$ cat config.mk
export PLATFORM = sky130hd
export DESIGN_NAME = ex_mac_stage
export DESIGN_NICKNAME = d
export VERILOG_FILES = /design/src/rtl/ex_mac_stage.sv
export SDC_FILE = /design/constraint.sdc
export NUM_CORES = 2
export LEC_CHECK = 0
export ABC_AREA = 1
export BUFFER_PORTS_ARGS = -buffer_cell sky130_fd_sc_hd__clkbuf_2
export CORE_ASPECT_RATIO = 0.9
export CORE_MARGIN = 2
export CORE_UTILIZATION = 40
export CTS_CLUSTER_DIAMETER = 80
export CTS_CLUSTER_SIZE = 20
export DETAILED_ROUTE_END_ITERATION = 12
export PLACE_DENSITY = 0.65
export SLEW_MARGIN = 10
export SYNTH_ARGS = -nofsm -noshare
export SYNTH_HDL_FRONTEND = slang
export SYNTH_SLANG_ARGS = --single-unit
$ cat constraint.sdc
create_clock -name CLK -period 11 [get_ports CLK]
set_clock_uncertainty 0.2 [all_clocks]
set_input_delay 2.2 -clock CLK [delete_from_list [all_inputs] [get_ports CLK]]
set_output_delay 2.2 -clock CLK [all_outputs]
set_load 0.01 [all_outputs]
$ cat src/rtl/ex_mac_stage.sv
// ex_mac_stage: EX stage, ALU1 -> ALU2 chain into the EX/MEM register, with an iterative shift-add MUL.
// Build macro SAT_MUL_EN: saturate MUL results on signed overflow (default build wraps).
module ex_mac_stage #(
  parameter int BUS_WIDTH      = 32,
  parameter int ALU_FUNCT_BITS = 3,
  parameter int REGISTER_SIZE  = 6
) (
  input  logic                      CLK,
  input  logic                      RST,
  input  logic                      ValidE,
  input  logic [BUS_WIDTH-1:0]      Src1A,
  input  logic [BUS_WIDTH-1:0]      Src1B,
  input  logic [BUS_WIDTH-1:0]      Src1C,
  input  logic [BUS_WIDTH-1:0]      SignImm,
  input  logic                      ALU1Src,
  input  logic [ALU_FUNCT_BITS-1:0] ALU1Cntrl,
  input  logic [ALU_FUNCT_BITS-1:0] ALU2Cntrl,
  input  logic                      RegDst,
  input  logic [REGISTER_SIZE-1:0]  Rt,
  input  logic [REGISTER_SIZE-1:0]  Rd,
  input  logic                      RegWrite,
  input  logic                      MemWrite,
  input  logic                      MemtoReg,
  output logic                      StallE,
  output logic                      ValidM,
  output logic [BUS_WIDTH-1:0]      ALUOutM,
  output logic [BUS_WIDTH-1:0]      WriteDataM,
  output logic [REGISTER_SIZE-1:0]  WriteRegM,
  output logic                      RegWriteM,
  output logic                      MemWriteM,
  output logic                      MemtoRegM
);
  localparam int BW    = BUS_WIDTH;
  localparam int CNT_W = $clog2(BW);
  localparam int SH_W  = $clog2(BW);
  localparam logic [CNT_W-1:0] CNT_LAST = CNT_W'(BW - 1);

  localparam logic [ALU_FUNCT_BITS-1:0] A1_ADD  = ALU_FUNCT_BITS'(0);
  localparam logic [ALU_FUNCT_BITS-1:0] A1_SUB  = ALU_FUNCT_BITS'(1);
  localparam logic [ALU_FUNCT_BITS-1:0] A1_AND  = ALU_FUNCT_BITS'(2);
  localparam logic [ALU_FUNCT_BITS-1:0] A1_OR   = ALU_FUNCT_BITS'(3);
  localparam logic [ALU_FUNCT_BITS-1:0] A1_SLT  = ALU_FUNCT_BITS'(4);
  localparam logic [ALU_FUNCT_BITS-1:0] A1_MUL  = ALU_FUNCT_BITS'(5);
  localparam logic [ALU_FUNCT_BITS-1:0] A1_SRA  = ALU_FUNCT_BITS'(6);
  localparam logic [ALU_FUNCT_BITS-1:0] A2_ADD  = ALU_FUNCT_BITS'(1);
  localparam logic [ALU_FUNCT_BITS-1:0] A2_SUB  = ALU_FUNCT_BITS'(2);
  localparam logic [ALU_FUNCT_BITS-1:0] A2_MAX  = ALU_FUNCT_BITS'(3);
  localparam logic [ALU_FUNCT_BITS-1:0] A2_RELU = ALU_FUNCT_BITS'(4);

  typedef enum logic [1:0] {S_IDLE, S_MUL, S_DONE} state_t;

  function automatic logic [BW-1:0] alu1_f(input logic [ALU_FUNCT_BITS-1:0] op,
                                           input logic [BW-1:0] a, input logic [BW-1:0] b);
    logic [BW-1:0] r;
    case (op)
      A1_ADD:  r = a + b;
      A1_SUB:  r = a - b;
      A1_AND:  r = a & b;
      A1_OR:   r = a | b;
      A1_SLT:  r = BW'($signed(a) < $signed(b));
      A1_SRA:  r = $signed(a) >>> b[SH_W-1:0];
      default: r = b;  // pass op2; MUL never reaches the single-cycle path
    endcase
    return r;
  endfunction

  function automatic logic [BW-1:0] alu2_f(input logic [ALU_FUNCT_BITS-1:0] op,
                                           input logic [BW-1:0] r, input logic [BW-1:0] c);
    logic [BW-1:0] y;
    case (op)
      A2_ADD:  y = r + c;
      A2_SUB:  y = r - c;
      A2_MAX:  y = ($signed(r) > $signed(c)) ? r : c;
      A2_RELU: y = r[BW-1] ? '0 : r;
      default: y = r;
    endcase
    return y;
  endfunction

  state_t                     state_q, state_d;
  logic [CNT_W-1:0]           count_q, count_d;
  logic [2*BW-1:0]            mcand_q, mcand_d;
  logic [2*BW-1:0]            acc_q, acc_d;
  logic [BW-1:0]              mplier_q, mplier_d;
  logic                       neg_q, neg_d;
  logic [BW-1:0]              c_q, c_d;
  logic [ALU_FUNCT_BITS-1:0]  alu2_ctl_q, alu2_ctl_d;
  logic [BW-1:0]              wdata_q, wdata_d;
  logic [REGISTER_SIZE-1:0]   wreg_q, wreg_d;
  logic                       rw_q, rw_d, mw_q, mw_d, mtr_q, mtr_d;
  logic                       valid_m_q, valid_m_d;
  logic [BW-1:0]              alu_out_m_q, alu_out_m_d;
  logic [BW-1:0]              write_data_m_q, write_data_m_d;
  logic [REGISTER_SIZE-1:0]   write_reg_m_q, write_reg_m_d;
  logic                       reg_write_m_q, reg_write_m_d;
  logic                       mem_write_m_q, mem_write_m_d;
  logic                       mem_to_reg_m_q, mem_to_reg_m_d;
  logic                       stall;
  logic [BW-1:0]              op2, abs_a, abs_b, mul_res;
  logic [REGISTER_SIZE-1:0]   sel_reg;

  assign op2     = ALU1Src ? SignImm : Src1B;
  assign abs_a   = Src1A[BW-1] ? -Src1A : Src1A;
  assign abs_b   = op2[BW-1] ? -op2 : op2;
  assign sel_reg = RegDst ? Rd : Rt;

`ifdef SAT_MUL_EN
  logic [2*BW-1:0] prod_full;
  logic            ovf;
  assign prod_full = neg_q ? -acc_q : acc_q;
  // Overflow when the bits above the result's sign are not a pure sign extension.
  assign ovf     = !((&prod_full[2*BW-1:BW-1]) || !(|prod_full[2*BW-1:BW-1]));
  assign mul_res = !ovf ? prod_full[BW-1:0]
                 : (prod_full[2*BW-1] ? {1'b1, {(BW-1){1'b0}}} : {1'b0, {(BW-1){1'b1}}});
`else
  assign mul_res = neg_q ? -acc_q[BW-1:0] : acc_q[BW-1:0];
`endif

  always_comb begin
    state_d        = state_q;
    count_d        = count_q;
    mcand_d        = mcand_q;
    acc_d          = acc_q;
    mplier_d       = mplier_q;
    neg_d          = neg_q;
    c_d            = c_q;
    alu2_ctl_d     = alu2_ctl_q;
    wdata_d        = wdata_q;
    wreg_d         = wreg_q;
    rw_d           = rw_q;
    mw_d           = mw_q;
    mtr_d          = mtr_q;
    stall          = 1'b0;
    // Default is a bubble: kill valid and write enables, hold the data fields.
    valid_m_d      = 1'b0;
    reg_write_m_d  = 1'b0;
    mem_write_m_d  = 1'b0;
    alu_out_m_d    = alu_out_m_q;
    write_data_m_d = write_data_m_q;
    write_reg_m_d  = write_reg_m_q;
    mem_to_reg_m_d = mem_to_reg_m_q;
    case (state_q)
      S_IDLE: begin
        if (ValidE && ALU1Cntrl == A1_MUL) begin
          stall      = 1'b1;
          state_d    = S_MUL;
          count_d    = '0;
          mcand_d    = {{BW{1'b0}}, abs_a};
          mplier_d   = abs_b;
          acc_d      = '0;
          neg_d      = Src1A[BW-1] ^ op2[BW-1];
          c_d        = Src1C;
          alu2_ctl_d = ALU2Cntrl;
          wdata_d    = Src1B;
          wreg_d     = sel_reg;
          rw_d       = RegWrite;
          mw_d       = MemWrite;
          mtr_d      = MemtoReg;
        end else if (ValidE) begin
          valid_m_d      = 1'b1;
          alu_out_m_d    = alu2_f(ALU2Cntrl, alu1_f(ALU1Cntrl, Src1A, op2), Src1C);
          write_data_m_d = Src1B;
          write_reg_m_d  = sel_reg;
          reg_write_m_d  = RegWrite;
          mem_write_m_d  = MemWrite;
          mem_to_reg_m_d = MemtoReg;
        end
      end
      S_MUL: begin
        stall    = 1'b1;
        acc_d    = mplier_q[0] ? acc_q + mcand_q : acc_q;
        mcand_d  = mcand_q << 1;
        mplier_d = mplier_q >> 1;
        if (count_q == CNT_LAST) begin
          state_d = S_DONE;
          count_d = '0;
        end else begin
          count_d = count_q + 1'b1;
        end
      end
      S_DONE: begin
        state_d        = S_IDLE;
        valid_m_d      = 1'b1;
        alu_out_m_d    = alu2_f(alu2_ctl_q, mul_res, c_q);
        write_data_m_d = wdata_q;
        write_reg_m_d  = wreg_q;
        reg_write_m_d  = rw_q;
        mem_write_m_d  = mw_q;
        mem_to_reg_m_d = mtr_q;
      end
      default: state_d = S_IDLE;
    endcase
  end

  always_ff @(posedge CLK) begin
    if (RST) begin
      state_q        <= S_IDLE;
      count_q        <= '0;
      mcand_q        <= '0;
      acc_q          <= '0;
      mplier_q       <= '0;
      neg_q          <= 1'b0;
      c_q            <= '0;
      alu2_ctl_q     <= '0;
      wdata_q        <= '0;
      wreg_q         <= '0;
      rw_q           <= 1'b0;
      mw_q           <= 1'b0;
      mtr_q          <= 1'b0;
      valid_m_q      <= 1'b0;
      alu_out_m_q    <= '0;
      write_data_m_q <= '0;
      write_reg_m_q  <= '0;
      reg_write_m_q  <= 1'b0;
      mem_write_m_q  <= 1'b0;
      mem_to_reg_m_q <= 1'b0;
    end else begin
      state_q        <= state_d;
      count_q        <= count_d;
      mcand_q        <= mcand_d;
      acc_q          <= acc_d;
      mplier_q       <= mplier_d;
      neg_q          <= neg_d;
      c_q            <= c_d;
      alu2_ctl_q     <= alu2_ctl_d;
      wdata_q        <= wdata_d;
      wreg_q         <= wreg_d;
      rw_q           <= rw_d;
      mw_q           <= mw_d;
      mtr_q          <= mtr_d;
      valid_m_q      <= valid_m_d;
      alu_out_m_q    <= alu_out_m_d;
      write_data_m_q <= write_data_m_d;
      write_reg_m_q  <= write_reg_m_d;
      reg_write_m_q  <= reg_write_m_d;
      mem_write_m_q  <= mem_write_m_d;
      mem_to_reg_m_q <= mem_to_reg_m_d;
    end
  end

  // Stall is combinational from the issue cycle; reset forces it low.
  assign StallE     = stall & ~RST;
  assign ValidM     = valid_m_q;
  assign ALUOutM    = alu_out_m_q;
  assign WriteDataM = write_data_m_q;
  assign WriteRegM  = write_reg_m_q;
  assign RegWriteM  = reg_write_m_q;
  assign MemWriteM  = mem_write_m_q;
  assign MemtoRegM  = mem_to_reg_m_q;
endmodule

Word-level counts from Yosys, hierarchy flattened
Index checks and enable logic that the tools add are counted.
- equality and inequality tests: 22
- bitwise gates (word level): 5
- reductions and logical operators: 10
- add/subtract/negate cells: 11
- mux-type cells: 51
- shift operators: 1
- $lt $le $gt $ge: 3
- operator list (operator ; number):
    2-to-1 mux 32 bit ; 14
    one-hot mux 32 bit (4 select lines) ; 2
    one-hot mux 64 bit (2 select lines) ; 2
    2-to-1 mux 64 bit ; 3
    one-hot mux 32 bit (2 select lines) ; 3
    one-hot mux 32 bit (6 select lines) ; 1
    adder 32 bit ; 3
    negation 32 bit ; 3
    subtractor 32 bit ; 3
    adder 64 bit ; 1
    > comparator 32 bit ; 2
    2-to-1 mux 31 bit ; 2
    AND 32 bit ; 1
    < comparator 32 bit ; 1
    bitwise OR 32 bit ; 1
    >>> shifter 32 x 5 -> 32 bit ; 1
    equality test 3 x 2 -> 1 bit (second input constant) ; 6
    2-to-1 mux 6 bit ; 3
    equality test 3 bit (second input constant) ; 5
    one-hot mux 6 bit (2 select lines) ; 1
    2-to-1 mux 5 bit ; 2
    inequality test 2 bit (second input constant) ; 5
    one-hot mux 1 bit (2 select lines) ; 5
    one-hot mux 5 bit (2 select lines) ; 1
    17 further kinds ; 32
- flip-flop bits (word level): 318
- logic and storage cells: 123
- input port bits: 154
- output and inout bits: 75

Longest topological paths before layout
- depth after elaboration: 12
- mapped depth: 47
- mapped depth without buffers: 43

Worst setup path after synthesis
Ideal clock, no wire load.
- path type: input to register
- from: input ALU1Src
- to: register alu_out_m_q[3] (netlist: ALUOutM[3])
- buffers on the path: 5
- data required time: 10730 ps
- stages on the path: 46
- data arrival time: 6954 ps
- library setup time: 70 ps
- setup slack: 3777 ps
- cells stage by stage: inv_2 -> buf_6 -> nand2_2 -> o21ai_2 -> inv_2 -> buf_2 -> buf_2 -> ha_1 -> clkbuf_1 -> inv_1 -> nand2_1 -> nand3_1 -> nand2_1 -> nand2_1 -> nand2_1 -> nand2_1 -> nand2_1 -> nand2_1 -> [10 not listed] -> nand2_1 -> nand2_1 -> nand2_1 -> nand2_1 -> nand2_1 -> nand2_1 -> nand2_1 -> nand2_1 -> nand3_1 -> nand3_2 -> nor2_2 -> nor2_1 -> nand2_1 -> buf_2 -> nand2_1 -> nand2_1 -> nand2_1 -> a21oi_1
- longest elaborated chain between the ends: 12
- elaborated cells on any way between the ends: 20
- those cells by class: add/sub: 4; order compare: 2; shift: 1; mux: 11; bitwise: 2
- ends and longest elaborated chain (what ; RTL line ; source):
    start: declaration ; 15 ; input logic ALU1Src,
    2-to-1 mux 32 bit * ; 102 ; assign op2 = ALU1Src ? SignImm : Src1B;
    subtractor 32 bit, or another cell as far along ; 57 ; A1_SUB: r = a - b;
    one-hot mux 32 bit (6 select lines) * ; 55 ; case (op)
    2-to-1 mux 32 bit * ; 159 ; end else if (ValidE) begin
    2-to-1 mux 32 bit * ; 144 ; if (ValidE && ALU1Cntrl == A1_MUL) begin
    2-to-1 mux 32 bit * ; 142 ; case (state_q)
    > comparator 32 bit ; 73 ; A2_MAX: y = ($signed(r) > $signed(c)) ? r : c;
    2-to-1 mux 32 bit ; 73 ;
    one-hot mux 32 bit (4 select lines) * ; 70 ; case (op)
    2-to-1 mux 32 bit * ; 159 ;
    2-to-1 mux 32 bit * ; 144 ;
    one-hot mux 32 bit (2 select lines) * ; 142 ;
    end signal: assignment ; 232 ; alu_out_m_q <= alu_out_m_d;
    end: declaration ; 92 ; logic [BW-1:0] alu_out_m_q, alu_out_m_d;
Every way passes the cells marked *; elsewhere a longest branch is shown, timed or not. The select of a mux whose other input is x is not followed.
A chain may end at the register's enable or synchronous reset.

Worst setup path after layout
- from: input ALU1Src
- to: register alu_out_m_q[17] (netlist: ALUOutM[17])
Same word-level chain as after synthesis.

==> impl_results.md <==
- Count of nets after finishing: 6188
- Complex-gate fraction of the synthesized area: 23.09%
- I/O pins: 229
- Detailed Route Iter0 Violations: 4839
- Yosys top cell by area: nand2_1
- Seq/Total Area, Yosys: 16.02%
- GRT Util Overall: 37.64%
- DP HPWL: 130.4 mm
- DR vias/cell: 5.853
- Syn nets: 6116
- Pin count of the biggest net entering global routing: 78
- Routed wire length: 160.1 mm
- Worst setup SP type: input port
- Die Y: 271.3 µm
- Post-CTS resize count: 0
- Most common cell in the synthesized netlist: nand2_1
- Cell leakage power: 17.07 nW
- Worst Hold Class: register to register
- Wire length per cell: 23.46 µm
- Total Neg Setup Slack: 0 ps
- Final Non-Filler Cells: 6825
- CP bufs+invs: 5
- Placed instance count: 6784
- Yosys reg bits: 254
- FMAX: 109.8 MHz
- Tcrit/Tclk final: 82.82%
- Nature of the critical path endpoint: register
- Vias in the first global route: 35530
- Buffers on Ports: 228
- Core Area: 0.07816 mm²
- CP peak stage delay: 550 ps
- Synth Area in XOR/XNOR: 1.269%
- Tot Pwr: 3.466 mW
- Fill cell count: 8847
- Worst-Skew Late Latency: 600 ps
- Power per cell area: 100.7 mW/mm²
- Maximum vdd drop: 0.1252 mV
- Actual slew at the worst max-slew pin: 1166 ps
- Row cnt: 97
- CTS Buf Count: 22
- Hold Slack: 268.3 ps
- Max_slew headroom: 21.90%
- Post-synth ARST share: 0%
- Share of cells above drive strength 1: 6.937%
- Crit-path leading delay family: simple AND/OR/NAND/NOR gates
- Adder-Cell Fraction of Synth Area: 10.61%
- Final Critical Period: 9110 ps
- Max Transition Viols Final: 0
- WP data arrival: 9400 ps
- Worst-path clk slew: 80 ps
- CP max-delay cell: nand2_2
- YS warnings: 0
- Area grow syn2layout: 8.431%
- Total number of vias: 39940
- Multi-input gate area: 0.02311 mm²
- Total of max-cap violations: 0
- Clock Sinks: 254
- Initial antenna violation count: 4
- Largest family of logic cells by synthesized area: simple AND/OR/NAND/NOR gates
- RSZ-0062 raised after global routing: no
- Post-CTS setup buffer count: 0
- Remaining DRCs: 0
- RD Place Congestion: 1.064
- Synth Cell Area: 0.03174 mm²
- Ys flop type: dfxtp_1
- Htree depth: 1
- Top cells by area in the synthesized netlist: nand2_1 18%, dfxtp_1 16%, ha_1 10%, a21oi_1 9.2%, inv_1 8.2%
- Final setup viols: 0
- Drt first pass iters: 9
- Finished Cell Area: 0.03442 mm²
- Clk root buf: clkbuf_16
- Die area: 0.08163 mm²
- WP data required: 11290 ps
- Multiplexer share of the synthesized area: 0.2759%
- Top cells by count, synth: 1532 x nand2_1, 693 x inv_1, 611 x nor2_1
- CP most frequent cell: nand2_1
- GRT overflow: 0
- CTS Hold Bufs: 0
- Final hold vios: 0
- EDFF count, synth: 0
- DP Area: 0.03364 mm²
- Max clock buf depth: 3
- Final antenna-violating net count: 0
- CTS tree: done
- Synthesized area per cell: 5.572 µm²
- WS Path Type: input port to register
- Syn Inst Count: 5697
- Starting Density: 40.61%
- Max Fanout on Critical Path: 33
- Run status: completed
- Distinct cell type count of the synthesized netlist: 59
- Post-Synth Simple-Gate Area: 37.32%
- Die X: 301.0 µm
- First-pass GRT wire length: 232.7 mm
- Top cell type's share of synthesized area: 18.12%
- Flip-flop and latch area: 0.005085 mm²
[routing by layer]
metal	global-route usage (%)	wire (µm)
met1	54.30	70120
met2	53.94	64080
met3	8.739	19380
met4	13.47	6508
met5	0	0
[registers in the layout, indices dropped and copies added, names as in the netlist]
name        flops
ALUOutM        32
MemWriteM       1
MemtoRegM       1
RegWriteM       1
ValidM          1
WriteDataM     32
WriteRegM       6
acc_q          32
alu2_ctl_q      3
c_q            32
count_q         5
mcand_q        32
mplier_q       32
mtr_q           1
mw_q            1
neg_q           1
rw_q            1
state_q         2
wdata_q        32
wreg_q          6
[kinds of logic after synthesis]
group | after synthesis
compound gates | 1337
xor+xnor | 46
fa+ha+maj | 265
buf+inv | 941
flops | 254
mux | 8
simple gates | 2846
[report_power, final]
part	total (mW)	internal, mW	switching [mW]	leakage [nW]
logic	1.61	0.424	1.18	14.6
clock network	0.868	0.426	0.441	0.371
registers	0.991	0.957	0.0337	2.07
[metrics by stage]
stage / util (%) / setup slack (ps)
final: 44.04 / 1890
after CTS: 44.02 / 2124
after global routing: 44.03 / 1373
after global placement: 43.05 / 1739
after floorplan: - / 3777
after detailed placement: 43.05 / 1558
[worst register-to-register path, cell delays in order (launching register included)]
cell and delay [ps]:
dfxtp_1 430, inv_1 190, ha_1 190, nand3_1 150
nor2_1 170, inv_1 70, nor2_1 160, nand3_1 240
nand2_1 190, o21ai_0 140, xor2_1 610, ha_1 470
nand2_1 210, inv_1 60, nand2_1 60, nand2_1 70
nand2_1 90, nand2_1 90, a21oi_1 240, nand2_1 90
nand2_1 180, nand3_2 730, nand3_1 320, nand4_1 120
a21oi_1 380, or2_2 220, a21oi_1 40
[layout make-up]
type                            instances  share of cell area, %
Timing Repair Buffer                  267                  4.184
Clock inverter                         12                 0.5380
Tap cell                             1039                  3.777
Antenna cell                            5                0.03635
Clock buffer                           24                  1.679
Sequential cell                       254                  14.77
Inverter                              722                  7.881
Multi-Input combinational cell       4502                  67.13
[worst paths after layout]
check / startpoint / to / slack (ps) / depth (start not counted)
max: ALU1Src / ALUOutM[17] / 1890 / 42
min: WriteDataM[1] / WriteDataM[1] / 270 / 2
max reg2reg: acc_q[0] / ALUOutM[8] / 4730 / 26
min reg2reg: WriteDataM[1] / WriteDataM[1] / 270 / 2
[cell usage in the layout, fill, tap and decap left out, types with 8 or more instances in the layout]
cell type	count
nand2_1	1530
nand2_2	15
ha_1	258
a21boi_0	10
o21a_1	12
nand3_1	458
dfxtp_1	254
nor2_4	9
clkbuf_16	22
nor2_2	8
inv_1	692
o22ai_1	11
o21ai_2	9
clkbuf_2	227
buf_4	39
a211oi_1	13
nand3b_1	10
a31oi_1	84
o221ai_1	8
a22oi_1	35
nor3_1	62
inv_2	22
a21oi_1	581
o21ai_0	426
xor2_1	45
or2_2	16
o21bai_1	40
nand4_1	80
o211ai_1	23
nor4_1	14
o21ai_1	44
a21o_1	17
or2_1	9
nor2_1	604
No activity file was read; power rests on OpenSTA's default activity.
